==> src/rtl/param_counter.sv <==
// Parametrised modulo counter with wrap, saturate and one-shot terminal modes.
// Latency: c_out, wrap, done and busy update one edge after inputs are sampled.
// Backpressure: none; en pauses counting, and the counter never stalls upstream.
module param_counter #(
   parameter int WIDTH   = 7,
   parameter int MOD_MAX = 127,
   parameter int INIT    = 0
) (
   input  logic             clk,
   input  logic             rst,
   input  logic             en,
   input  logic             dir,
   input  logic [1:0]       mode,
   input  logic             load,
   input  logic [WIDTH-1:0] load_val,
   input  logic             start,
   output logic [WIDTH-1:0] c_out,
   output logic             tc,
   output logic             wrap,
   output logic             done,
   output logic             busy
);

   localparam logic [WIDTH-1:0] MAX_V  = WIDTH'(MOD_MAX);
   localparam logic [WIDTH-1:0] INIT_V = WIDTH'(INIT);
   localparam logic [WIDTH-1:0] ONE_V  = WIDTH'(1);

   localparam logic [1:0] MODE_SAT = 2'b01;
   localparam logic [1:0] MODE_ONE = 2'b10;

   typedef enum logic {IDLE, RUN} state_t;

   state_t           state_q, state_d;
   logic [WIDTH-1:0] c_q, c_d;
   logic             wrap_q, wrap_d;
   logic             done_q, done_d;

   logic [WIDTH-1:0] term_v;
   logic [WIDTH-1:0] start_v;
   logic [WIDTH-1:0] step_v;
   logic [WIDTH-1:0] load_clamped;
   logic             at_term;

   // Terminal and restart values follow the live direction; stepping never
   // relies on natural overflow because every wrap is decided by at_term.
   always_comb begin
      term_v       = dir ? '0 : MAX_V;
      start_v      = dir ? MAX_V : '0;
      at_term      = (c_q == term_v);
      step_v       = dir ? (c_q - ONE_V) : (c_q + ONE_V);
      load_clamped = (load_val > MAX_V) ? MAX_V : load_val;
   end

   // Next-state decode: load beats start, start beats en.
   always_comb begin
      c_d     = c_q;
      wrap_d  = 1'b0;
      done_d  = 1'b0;
      // Leaving one-shot drops back to IDLE silently.
      state_d = (mode == MODE_ONE) ? state_q : IDLE;

      if (load) begin
         c_d     = load_clamped;
         state_d = IDLE;
      end else if (start && (mode == MODE_ONE)) begin
         c_d     = start_v;
         state_d = RUN;
      end else if (en) begin
         case (mode)
            MODE_SAT: begin
               if (!at_term) begin
                  c_d = step_v;
               end
            end
            MODE_ONE: begin
               if (state_q == RUN) begin
                  // A dir flip can leave the run already sitting on T.
                  if (at_term) begin
                     done_d  = 1'b1;
                     state_d = IDLE;
                  end else begin
                     c_d = step_v;
                     if (step_v == term_v) begin
                        done_d  = 1'b1;
                        state_d = IDLE;
                     end
                  end
               end
            end
            default: begin
               if (at_term) begin
                  c_d    = start_v;
                  wrap_d = 1'b1;
               end else begin
                  c_d = step_v;
               end
            end
         endcase
      end
   end

   // State register; reset drops any pending pulse.
   always_ff @(posedge clk) begin
      if (rst) begin
         c_q     <= INIT_V;
         wrap_q  <= 1'b0;
         done_q  <= 1'b0;
         state_q <= IDLE;
      end else begin
         c_q     <= c_d;
         wrap_q  <= wrap_d;
         done_q  <= done_d;
         state_q <= state_d;
      end
   end

   assign c_out = c_q;
   assign tc    = at_term;
   assign wrap  = wrap_q;
   assign done  = done_q;
   assign busy  = (state_q == RUN);

endmodule

==> config.mk <==
export PLATFORM = sky130hd
export DESIGN_NAME = param_counter
export DESIGN_NICKNAME = d
export VERILOG_FILES = /design/src/rtl/param_counter.sv
export SDC_FILE = /design/constraint.sdc
export NUM_CORES = 1
export LEC_CHECK = 0
export BUFFER_PORTS_ARGS = -buffer_cell sky130_fd_sc_hd__buf_2
export CAP_MARGIN = 20
export CORE_MARGIN = 2
export CORE_UTILIZATION = 55
export DETAILED_ROUTE_END_ITERATION = 16
export HOLD_SLACK_MARGIN = 0.1
export PLACE_DENSITY = 0.83
export SYNTH_ARGS = -nofsm -noshare
export SYNTH_HDL_FRONTEND = slang
export SYNTH_SLANG_ARGS = --single-unit
export TNS_END_PERCENT = 50
==> constraint.sdc <==
create_clock -name clk -period 4.05 [get_ports clk]
set_clock_uncertainty 0.15 [all_clocks]
set_input_delay 0.6075 -clock clk [delete_from_list [all_inputs] [get_ports clk]]
set_output_delay 0.6075 -clock clk [all_outputs]
set_load 0.05 [all_outputs]
After elaboration in Yosys (flattened, before gate mapping)
Cells that the tools add are included.
{"block": "classes", "addsub": 2, "eq_ne": 5, "mux": 21, "n_lt_le_gt_ge": 1, "reduce_logical": 6, "bitwise_logic": 3}
{"cell": "$mux 7", "n": 10}
{"cell": "$eq 7x7->1", "n": 2}
{"cell": "$pmux 7 s2", "n": 1}
{"cell": "$reduce_or 6->1", "n": 2}
{"cell": "$mux 1", "n": 10}
{"cell": "$add 7x1->7 const B", "n": 1}
{"cell": "$gt 7x7->1 const B", "n": 1}
{"cell": "$sub 7x1->7 const B", "n": 1}
{"cell": "$ne 4x3->1 const B", "n": 1}
{"cell": "$not 1->1", "n": 3}
{"cell": "$reduce_bool 3->1", "n": 1}
{"cell": "$eq 2x1->1 const B", "n": 1}
{"cell": "$eq 2x2->1 const B", "n": 1}
{"cell": "$reduce_and 2->1", "n": 1}
{"cell": "$reduce_or 2->1", "n": 1}
{"cell": "$logic_and 1x1->1", "n": 1}
{"block": "word_totals", "ff_bits": 10, "out_inout_bits": 11, "input_bits": 15, "wordCells": 42}

Logic depth before layout (Yosys ltp)
Gate-level depths: netlist of run 1.
{"block": "logic_depth", "word_depth": 9, "mapped_depth": 9, "ltp_nobuf": 8}

Worst setup path before layout of run 1
Ideal clock, no wire load.
{"block": "synth_path", "path_type": "register to register", "start": "register c_q[0], in the netlist c_out[0]", "end": "register state_q, in the netlist busy", "arrival_time_ps": 2687, "setup_ps": 122, "synth_period_minus_slack_ps": 2959, "stages_incl_launch_ff": 9, "setup_slack_ps": 1091, "cell_sequence": "dfxtp_1 -> inv_1 -> fa_1 -> xor2_1 -> or3_1 -> or4_1 -> a211o_1 -> o22ai_2 -> o21ai_1"}
{"block": "synth_between", "elab_chain_len": 9, "word_cells_on_any_way": 11, "classes_between": "2 x add/sub; 2 x eq/ne; 7 x mux"}
{"element": "from (decl)", "line": "34", "rtl": "logic [WIDTH-1:0] c_q, c_d;"}
{"element": "from (signal assigned)", "line": "105", "rtl": "c_q <= INIT_V;"}
{"element": "from (signal assigned)", "line": "110", "rtl": "c_q <= c_d;"}
{"element": "$add 7x1->7 / $sub 7x1->7 (equally long branches)", "line": "50", "rtl": "step_v = dir ? (c_q - ONE_V) : (c_q + ONE_V);"}
{"element": "$mux 7", "line": "50"}
{"element": "$eq 7x7->1", "line": "83", "rtl": "if (step_v == term_v) begin"}
{"element": "$mux 1", "line": "83"}
{"element": "$mux 1 *", "line": "78", "rtl": "if (at_term) begin"}
{"element": "$mux 1 *", "line": "76", "rtl": "if (state_q == RUN) begin"}
{"element": "$mux 1 *", "line": "69", "rtl": "case (mode)"}
{"element": "$mux 1 *", "line": "68", "rtl": "end else if (en) begin"}
{"element": "$mux 1 *", "line": "65", "rtl": "end else if (start && (mode == MODE_ONE)) begin"}
{"element": "to (signal assigned)", "line": "113", "rtl": "state_q <= state_d;"}
{"element": "to (decl)", "line": "33", "rtl": "state_t state_q, state_d;"}
Mark *: on every way between the ends. The rest lies on a longest branch, timed or not.
A chain may end at the register's enable or synchronous reset.

Worst setup path after layout of run 1
{"block": "layout_path", "start": "input port dir", "end": "register state_q, in the netlist busy"}
{"block": "layout_between", "elab_chain_len": 8, "word_cells_on_any_way": 10, "classes_between": "2 x eq/ne; 8 x mux"}
{"element": "from (decl)", "line": "12", "rtl": "input logic dir,"}
{"element": "$mux 7 (on tied branches)", "line": "50, 47"}
{"element": "$eq 7x7->1", "line": "83"}
{"element": "$mux 1", "line": "83"}
{"element": "$mux 1 *", "line": "78"}
{"element": "$mux 1 *", "line": "76"}
{"element": "$mux 1 *", "line": "69"}
{"element": "$mux 1 *", "line": "68"}
{"element": "$mux 1 *", "line": "65"}
Marks and branches as above.

==> impl_metrics.ini, run 1 <==
[clocking]
clk_latency_ps = 270
numCtsBuffers = 3
cts_tree = built
htree_num_levels = 1
cts_root_buffer = clkbuf_4
post_cts_buffers = 0
cts_hold_buffers = 0
cts_sinks = 10
clkSlewWorstSetupHoldPaths_ps = 70
cts_resized = 0
clk_path_buf_depth = 2

[synth]
syn_area_um2 = 975.9
syn_nets = 150
syn_avg_cell_area_um2 = 7.685
synth_seq_area_share_pct = 20.51
ys_ff_latch = 10
synth_edf_count = 0
ys.flop_type = dfxtp_1
synth_cells = 127
async_flop_share_pct = 0
ys_types = 46
yosysWarnings = 0

[final_layout]
multi_input_area_um2 = 711.9
final_area_mm2 = 0.001132
layout-drive-gt1-share_pct = 24.00
finalNetCount = 174
syn_to_final_growth_pct = 16.03
nFillCells = 140
regArea_um2 = 200.2
num_antenna_cells = 0

[worst_setup_path]
cp.required_ps = 4060
cp-start-kind = input pin
path_class = in -> reg
crit_start = dir
crit_fanout = 14
critPathArrivalTime_ps = 2940
cp_slowest_cell = fa_1
path_cells = buf_2, inv_1, fa_1, xor2_1, or3_1, or4_1, a211o_1, o22ai_2, o21ai_1
reg2reg_depth = 8
reg2reg_from = c_out[0]
end_kind = register
r2r_slack_ps = 1250
timing.rr.end = busy
max_stage_delay_ps = 460

[drt]
drtAntennaViolNets = 0
remaining_drc_errors = 0
wl_per_cell_um = 14.41
vias = 1052
vias_per_cell = 6.299
drt-pass1-iter-count = 4
initialDrtViolationCount = 30
routed_wl_mm = 2.406

[timing]
fin_setup_tns_ps = 0
worstMarginPinSlew_ps = 745.5
timing.final.ws_setup_ps = 1121
setup_violations = 0
hold_ws_ps = 337.3
hold_viol_final = 0
maxSlewViolCount = 0
grt_setup_unrepaired = false
period_minus_slack_ps = 2929
slew_headroom_pct = 49.67
finalCritPeriodShare_pct = 72.32
fmax_ghz = 0.3414

[placement]
place_congestion = 0.8477
place_ws_ps = 840.1
io_buffers = 25
place_hpwl_mm = 1.903
dpl-instance-area_mm2 = 0.001096

[die]
io_pins = 26
dieArea_mm2 = 0.002128
start_util_pct = 57.78
chipWidth_um = 46.13
core_mm2 = 0.001689
rows = 15
die_h_um = 46.13

[status]
status = complete, no violations

[power]
power.density_mw_per_mm2 = 339.1
leakage_uw = 0.0005139
power_uw = 384.0
ir_drop_uv = 193.1

[min_path]
hold_end = c_out[4]
hold_class = reg -> reg
min_from = c_out[4]
min_path_cells = 2

[global_routing]
grt_pass1_vias = 915
gr-total-overflow = 0
antenna_found_initial = 0
grt_usage_pct = 25.14
grt_pass1_wl_mm = 3.926
grt_max_degree = 15

[job]
drv_cap = 0
[state kept, by name, summed over array words and instances (netlist names)]
signal / cells
busy: 1
wrap: 1
done: 1
c_out: 7
[cells in the final DEF (no fill, tap or decap), types with 2 or more instances in the layout]
cell type	synthesis	final
a211o_1	2	2
nand2_1	8	8
o211ai_1	6	6
clkbuf_4	0	3
xor2_1	2	2
nor3b_1	2	2
nor2_1	12	12
o21a_1	2	2
dfxtp_1	10	10
o311ai_0	3	3
ha_1	7	7
nor2b_1	4	4
and2_1	2	2
a211oi_1	3	3
nand3_1	2	2
nand2b_1	3	3
a21oi_1	11	11
and3b_1	2	2
inv_1	10	10
nor3_1	2	2
buf_2	3	25
o21ai_0	2	2
or3_1	3	3
[critical path, delay by kind of cell]
family,cells,cell delay [ps]
and+or+nand+nor,2,740
AOI/OAI and AO/OA,3,560
adders and majority gates,1,460
buffers and inverters,2,370
xor gates and xnor gates,1,190
[report_power, final]
| group | internal, µW | switching [µW] |
|---|---|---|
| combinational | 64.3 | 112 |
| sequential | 107 | 9.63 |
| clock | 54.7 | 36.3 |
| total | 226 | 158 |
[layer usage]
layer  vias to the layer above  routed length (µm)  GRT usage (%)
met5                         -                   0              0
met4                         0                  61          10.86
met3                         9                 119          3.529
met2                        34                1125          38.89
met1                       493                1099          34.52
li1                        516                   -              -
[final cells by class]
| type | count | area share [%] |
|---|---|---|
| multi-input cells | 101 | 62.87 |
| well taps | 17 | 1.878 |
| flip-flops and latches | 10 | 17.68 |
| repair buffers | 25 | 11.05 |
| inverters | 10 | 3.315 |
| clock buffers | 4 | 3.204 |
[through the flow]
step	utilization [%]	instances
floorplan	-	127
CTS	67.04	167
global route	67.04	167
global placement	64.89	163
detailed placement	64.89	163
finish	67.04	167
[Yosys cell counts, types with 3 or more instances]
master	number	area share [%]
a211oi_1	3	2.3
a21oi_1	11	5.6
buf_2	3	1.5
clkbuf_1	3	1.2
dfxtp_1	10	21
ha_1	7	9.0
inv_1	10	3.8
nand2_1	8	3.1
nand2b_1	3	1.9
nor2_1	12	4.6
nor2b_1	4	2.6
o211ai_1	6	4.6
o311ai_0	3	2.7
or3_1	3	1.9
[worst max-delay path by stage]
stage	to	slack, ps	cells after the start
finish	busy	1120	9
global placement	busy	970	9
detailed placement	busy	840	9
CTS	busy	1140	9
global route	busy	1010	9
floorplan	busy	1090	8
[cells by family (layout without fill, tap and decap cells)]
kind of cell               count (synthesis)  in the layout  synth area share, %
xor gates and xnor gates                   3              3                2.693
buffers and inverters                     16             39                6.538
DFF                                       10             10                20.51
AOI/OAI and AO/OA                         42             42                32.44
muxes                                      1              1                1.154
and+or+nand+nor                           47             47                25.64
adders and majority gates                  8              8                11.03
Power figures use the tool's default switching activity.
==> run 2, diff against run 1 <==
--- a/config.mk
+++ b/config.mk
@@ -8,10 +8,10 @@
 export BUFFER_PORTS_ARGS = -buffer_cell sky130_fd_sc_hd__buf_2
 export CAP_MARGIN = 20
 export CORE_MARGIN = 2
-export CORE_UTILIZATION = 55
+export CORE_UTILIZATION = 52
 export DETAILED_ROUTE_END_ITERATION = 16
 export HOLD_SLACK_MARGIN = 0.1
-export PLACE_DENSITY = 0.83
+export PLACE_DENSITY = 0.79
 export SYNTH_ARGS = -nofsm -noshare
 export SYNTH_HDL_FRONTEND = slang
 export SYNTH_SLANG_ARGS = --single-unit
==> constraint.sdc (replaced) <==
create_clock -name clk -period 2.9 [get_ports clk]
set_clock_uncertainty 0.15 [all_clocks]
set_input_delay 0.435 -clock clk [delete_from_list [all_inputs] [get_ports clk]]
set_output_delay 0.435 -clock clk [all_outputs]
set_load 0.05 [all_outputs]
==> run 2 against run 1 <==
Compared with the run above: die area rose by 5.2%; clock power rose by 7.4%; core utilization fell by 1.0 points; sequential share of layout area fell by 0.20 points; global-route usage rose by 1.2 points; register-to-register slack got worse by 1000 ps; critical path depth fell by 1; setup slack got worse by 920 ps; final cell count rose by 6.0%; largest cell class unchanged.
==> impl_metrics.ini, run 2 (same netlist as run 1, synthesis figures left out) <==
[status]
status = complete, no violations

[worst_setup_path]
reg2reg_from = c_out[0]
crit_fanout = 9
crit_family = simple AND/OR/NAND/NOR gates
max_stage_delay_ps = 440
path_cells = inv_1, fa_1, xor2_1, or3_1, or4_1, a211o_1, o22ai_2, o21ai_1
path_class = reg -> reg
cp.required_ps = 2910
r2r_slack_ps = 200
timing.rr.end = busy
critPathBufInv = 1
cp-start-kind = register
end_kind = register
critPathArrivalTime_ps = 2710
cp_slowest_cell = dfxtp_2
reg2reg_depth = 8

[timing]
finalCritPeriodShare_pct = 92.95
maxSlewViolCount = 0
hold_viol_final = 0
worstMarginPinSlew_ps = 537.1
fin_setup_tns_ps = 0
grt_setup_unrepaired = false
period_minus_slack_ps = 2696
setup_violations = 0
slew_headroom_pct = 63.74
fmax_ghz = 0.3710

[clocking]
clk_path_buf_depth = 2
post_cts_buffers = 0
htree_num_levels = 1
cts_resized = 0
clk_latency_ps = 270
cts_tree = built
cts_root_buffer = clkbuf_4
cts_sinks = 10
clkSlewWorstSetupHoldPaths_ps = 70
numCtsBuffers = 3
cts_hold_buffers = 0

[power]
p_int_uw = 293.2
p_switching_uw = 218.6
power.density_mw_per_mm2 = 444.1
swShare_pct = 42.71
power_uw = 511.8
comb_power_share_pct = 48.9
p_clk_share_pct = 19.1
ir_drop_uv = 388.7
pwr-share-seq_pct = 32.0
leakage_uw = 0.0005213

[drt]
drtAntennaViolNets = 0
vias_per_cell = 5.898
remaining_drc_errors = 0
wl_per_cell_um = 14.00
routed_wl_mm = 2.478
initialDrtViolationCount = 16
drt-pass1-iter-count = 4
vias = 1044

[final_layout]
nFillCells = 155
syn_to_final_growth_pct = 18.08
layout-drive-gt1-share_pct = 25.66
num_antenna_cells = 0
largest_reg_flops = 7
finalNetCount = 177
final_cell_mix = buf_2, nor2_1, a21oi_1
final_common_cell = buf_2

[placement]
place_congestion = 0.8312
io_buffers = 25
place_hpwl_mm = 1.971

[die]
chipWidth_um = 47.32
core_mm2 = 0.001745
dieArea_mm2 = 0.002239
die_h_um = 47.32
rows = 15
start_util_pct = 55.91
io_pins = 26

[global_routing]
gr-total-overflow = 0
grt_max_degree = 15
grt_usage_pct = 26.30
grt_pass1_wl_mm = 4.008
antenna_found_initial = 0
grt_pass1_vias = 903

[min_path]
min_from = en
min_path_cells = 3
hold_end = wrap
hold_class = in -> reg

[job]
drv_cap = 0
## run 2: worst max path at each step
stage / slack (ps) / depth (start not counted) / endpoint / start
final: 200 / 8 / busy / c_out[0]
after global routing: 60 / 8 / busy / c_out[0]
after CTS: 210 / 8 / busy / c_out[0]
after detailed placement: 40 / 9 / busy / dir
after global placement: 130 / 9 / busy / dir
after floorplan: 60 / 8 / busy / c_out[1]
## run 2: area by class of cell
cell class | count | area, µm² | area share, %
timing repair buffer | 28 | 147.6 | 12.81
clock buffer | 3 | 22.52 | 1.954
tap | 25 | 31.28 | 2.714
sequential | 10 | 201.4 | 17.48
multi-input combinational | 101 | 711.9 | 61.78
inverter | 10 | 37.54 | 3.257
## run 2: worst reg2reg max path: stages, from the launching register on
cell and delay [ps]:
dfxtp_2 440, inv_1 110, fa_1 440, xor2_1 180
or3_1 310, or4_1 430, a211o_1 320, o22ai_2 140
o21ai_1 80
## run 2: routing by layer
layer  part of all wire [%]  up-vias  GRT usage, %  wire length, µm
li1                       -      522             -                -
met1                     43      481         29.89             1063
met2                     49       35         46.49             1226
met3                    5.3        6         6.923              131
met4                    2.3        0         10.00               57
met5                      0        -             0                0
## run 2: power groups by stage
stage                     logic [µW]  clock network (µW)  registers, µW
after floorplan                  148                   0            202
after global placement           240                   0            166
after detailed placement         248                   0            167
after CTS                        248                 101            164
after global routing             278                 103            165
final                            250                97.7            164
## run 2: stage by stage
step	utilization, %	worst slack (ps)	instance area (µm²)	hold WS, ps	cells
after floorplan	-	63.19	977.2	428.7	127
after global placement	64.73	131.3	1130	326.8	174
after detailed placement	64.73	43.46	1130	331.5	174
after CTS	66.02	208.8	1152	279.8	177
after global routing	66.02	62.30	1152	304.1	177
final	66.02	204.4	1152	300.4	177
==> run 3, diff against run 2 <==
--- a/config.mk
+++ b/config.mk
@@ -7,6 +7,7 @@
 export LEC_CHECK = 0
 export BUFFER_PORTS_ARGS = -buffer_cell sky130_fd_sc_hd__buf_2
 export CAP_MARGIN = 20
+export CORE_ASPECT_RATIO = 0.8
 export CORE_MARGIN = 2
 export CORE_UTILIZATION = 52
 export DETAILED_ROUTE_END_ITERATION = 16
==> run 3 against run 2 <==
Compared with the run above: clock-buffer cell count stayed put; sequential power hardly changed; routed wire length is 1.7% lower; hold slack worse by 4.0 ps; combinational power hardly changed; core utilization is 2.3 points higher; global-route usage is 2.1 points lower; final cell count is 1.1% lower; largest cell class unchanged; highest routed layer unchanged.
==> impl_metrics.ini, run 3 (same netlist as run 1, synthesis figures left out) <==
[drt]
drt-pass1-iter-count = 4
routed_wl_mm = 2.436
drtAntennaViolNets = 0
wl_per_cell_um = 13.92
vias_per_cell = 5.886
initialDrtViolationCount = 39
remaining_drc_errors = 0
vias = 1030

[worst_setup_path]
path_cells = inv_1, fa_1, xor2_1, or3_1, or4_1, a211o_1, o22ai_2, o21ai_1
crit_family = simple AND/OR/NAND/NOR gates
crit_fanout = 9
path_class = reg -> reg
cp_slowest_cell = dfxtp_2
critPathBufInv = 1
critPathArrivalTime_ps = 2700
max_stage_delay_ps = 430
cp.required_ps = 2910
cp-start-kind = register
end_kind = register

[timing]
period_minus_slack_ps = 2697
hold_viol_final = 0
fmax_ghz = 0.3707
worstMarginPinSlew_ps = 558.9
grt_setup_unrepaired = false
setup_violations = 0
slew_headroom_pct = 62.26
fin_setup_tns_ps = 0
finalCritPeriodShare_pct = 93.02
maxSlewViolCount = 0

[clocking]
cts_root_buffer = clkbuf_4
cts_hold_buffers = 0
htree_num_levels = 1
cts_resized = 0
cts_sinks = 10
clk_path_buf_depth = 2
numCtsBuffers = 3
clkSlewWorstSetupHoldPaths_ps = 60
post_cts_buffers = 0
cts_tree = built
clk_latency_ps = 270

[global_routing]
grt_pass1_wl_mm = 4.050
grt_usage_pct = 24.22
antenna_found_initial = 0
grt_pass1_vias = 907
grt_max_degree = 15
gr-total-overflow = 0

[die]
chipWidth_um = 52.44
rows = 13
core_mm2 = 0.001692
dieArea_mm2 = 0.002242
io_pins = 26
start_util_pct = 57.69
die_h_um = 42.75

[power]
power.density_mw_per_mm2 = 441.6
leakage_uw = 0.0005262
ir_drop_uv = 312.6

[final_layout]
largest_reg_flops = 7
finalCoreUtilization_pct = 68.34
syn_to_final_growth_pct = 18.46
final_common_cell = buf_2
layout-drive-gt1-share_pct = 26.14
final_cell_mix = buf_2, nor2_1, a21oi_1
finalNetCount = 178
num_antenna_cells = 0

[placement]
io_buffers = 25
place_hpwl_mm = 1.951
place_congestion = 0.8662

[job]
drv_cap = 0

[min_path]
hold_class = in -> reg

[status]
status = complete, no violations
-- run 3: power breakdown --
group | internal (µW) | total (µW) | switching [µW]
clock network | 48.0 | 95.3 | 47.3
registers | 149 | 163 | 13.3
logic | 98.3 | 253 | 154
total | 296 | 511 | 215
-- run 3: per-layer routing --
metal / GRT usage, % / vias up / share of wire (%)
met5: 0 / - / 0
met4: 8.205 / 0 / 1.6
met3: 7.042 / 5 / 8.5
met2: 39.25 / 48 / 46
met1: 30.34 / 457 / 44
li1: - / 520 / -
-- run 3: worst reg2reg max path, stage by stage (launching register included) --
cell and delay [ps]:
dfxtp_2 430, inv_1 110, fa_1 430, xor2_1 170, or3_1 300, or4_1 430
a211o_1 320, o22ai_2 150, o21ai_1 90
-- run 3: final cells by class --
class	instances	area, µm²
fillers	145	535.5
multi-input cells	101	711.9
flip-flops and latches	10	201.4
repair buffers	29	155.1
well taps	22	27.53
inverters	10	37.54
clock buffers	3	22.52
-- run 3: stage by stage --
step / setup slack (ps) / total power, µW / hold WS (ps) / cells / instance area, µm²
after global routing: 79.36 / 548.2 / 300.5 / 175 / 1156
after global placement: 128.6 / 409.9 / 323.7 / 172 / 1134
after floorplan: 63.19 / 350.3 / 428.7 / 127 / 977.2
after CTS: 224.7 / 512.3 / 285.1 / 175 / 1156
after detailed placement: 63.58 / 415.2 / 325.7 / 172 / 1134
final: 202.5 / 510.6 / 296.5 / 175 / 1156
-- run 3: worst paths after layout --
| path | end | depth (start not counted) | start | slack [ps] |
|---|---|---|---|---|
| setup reg to reg | busy | 8 | c_out[0] | 200 |
| hold reg to reg | c_out[4] | 2 | c_out[4] | 330 |
| hold / removal | wrap | 3 | en | 300 |
| setup / recovery | busy | 8 | c_out[0] | 200 |
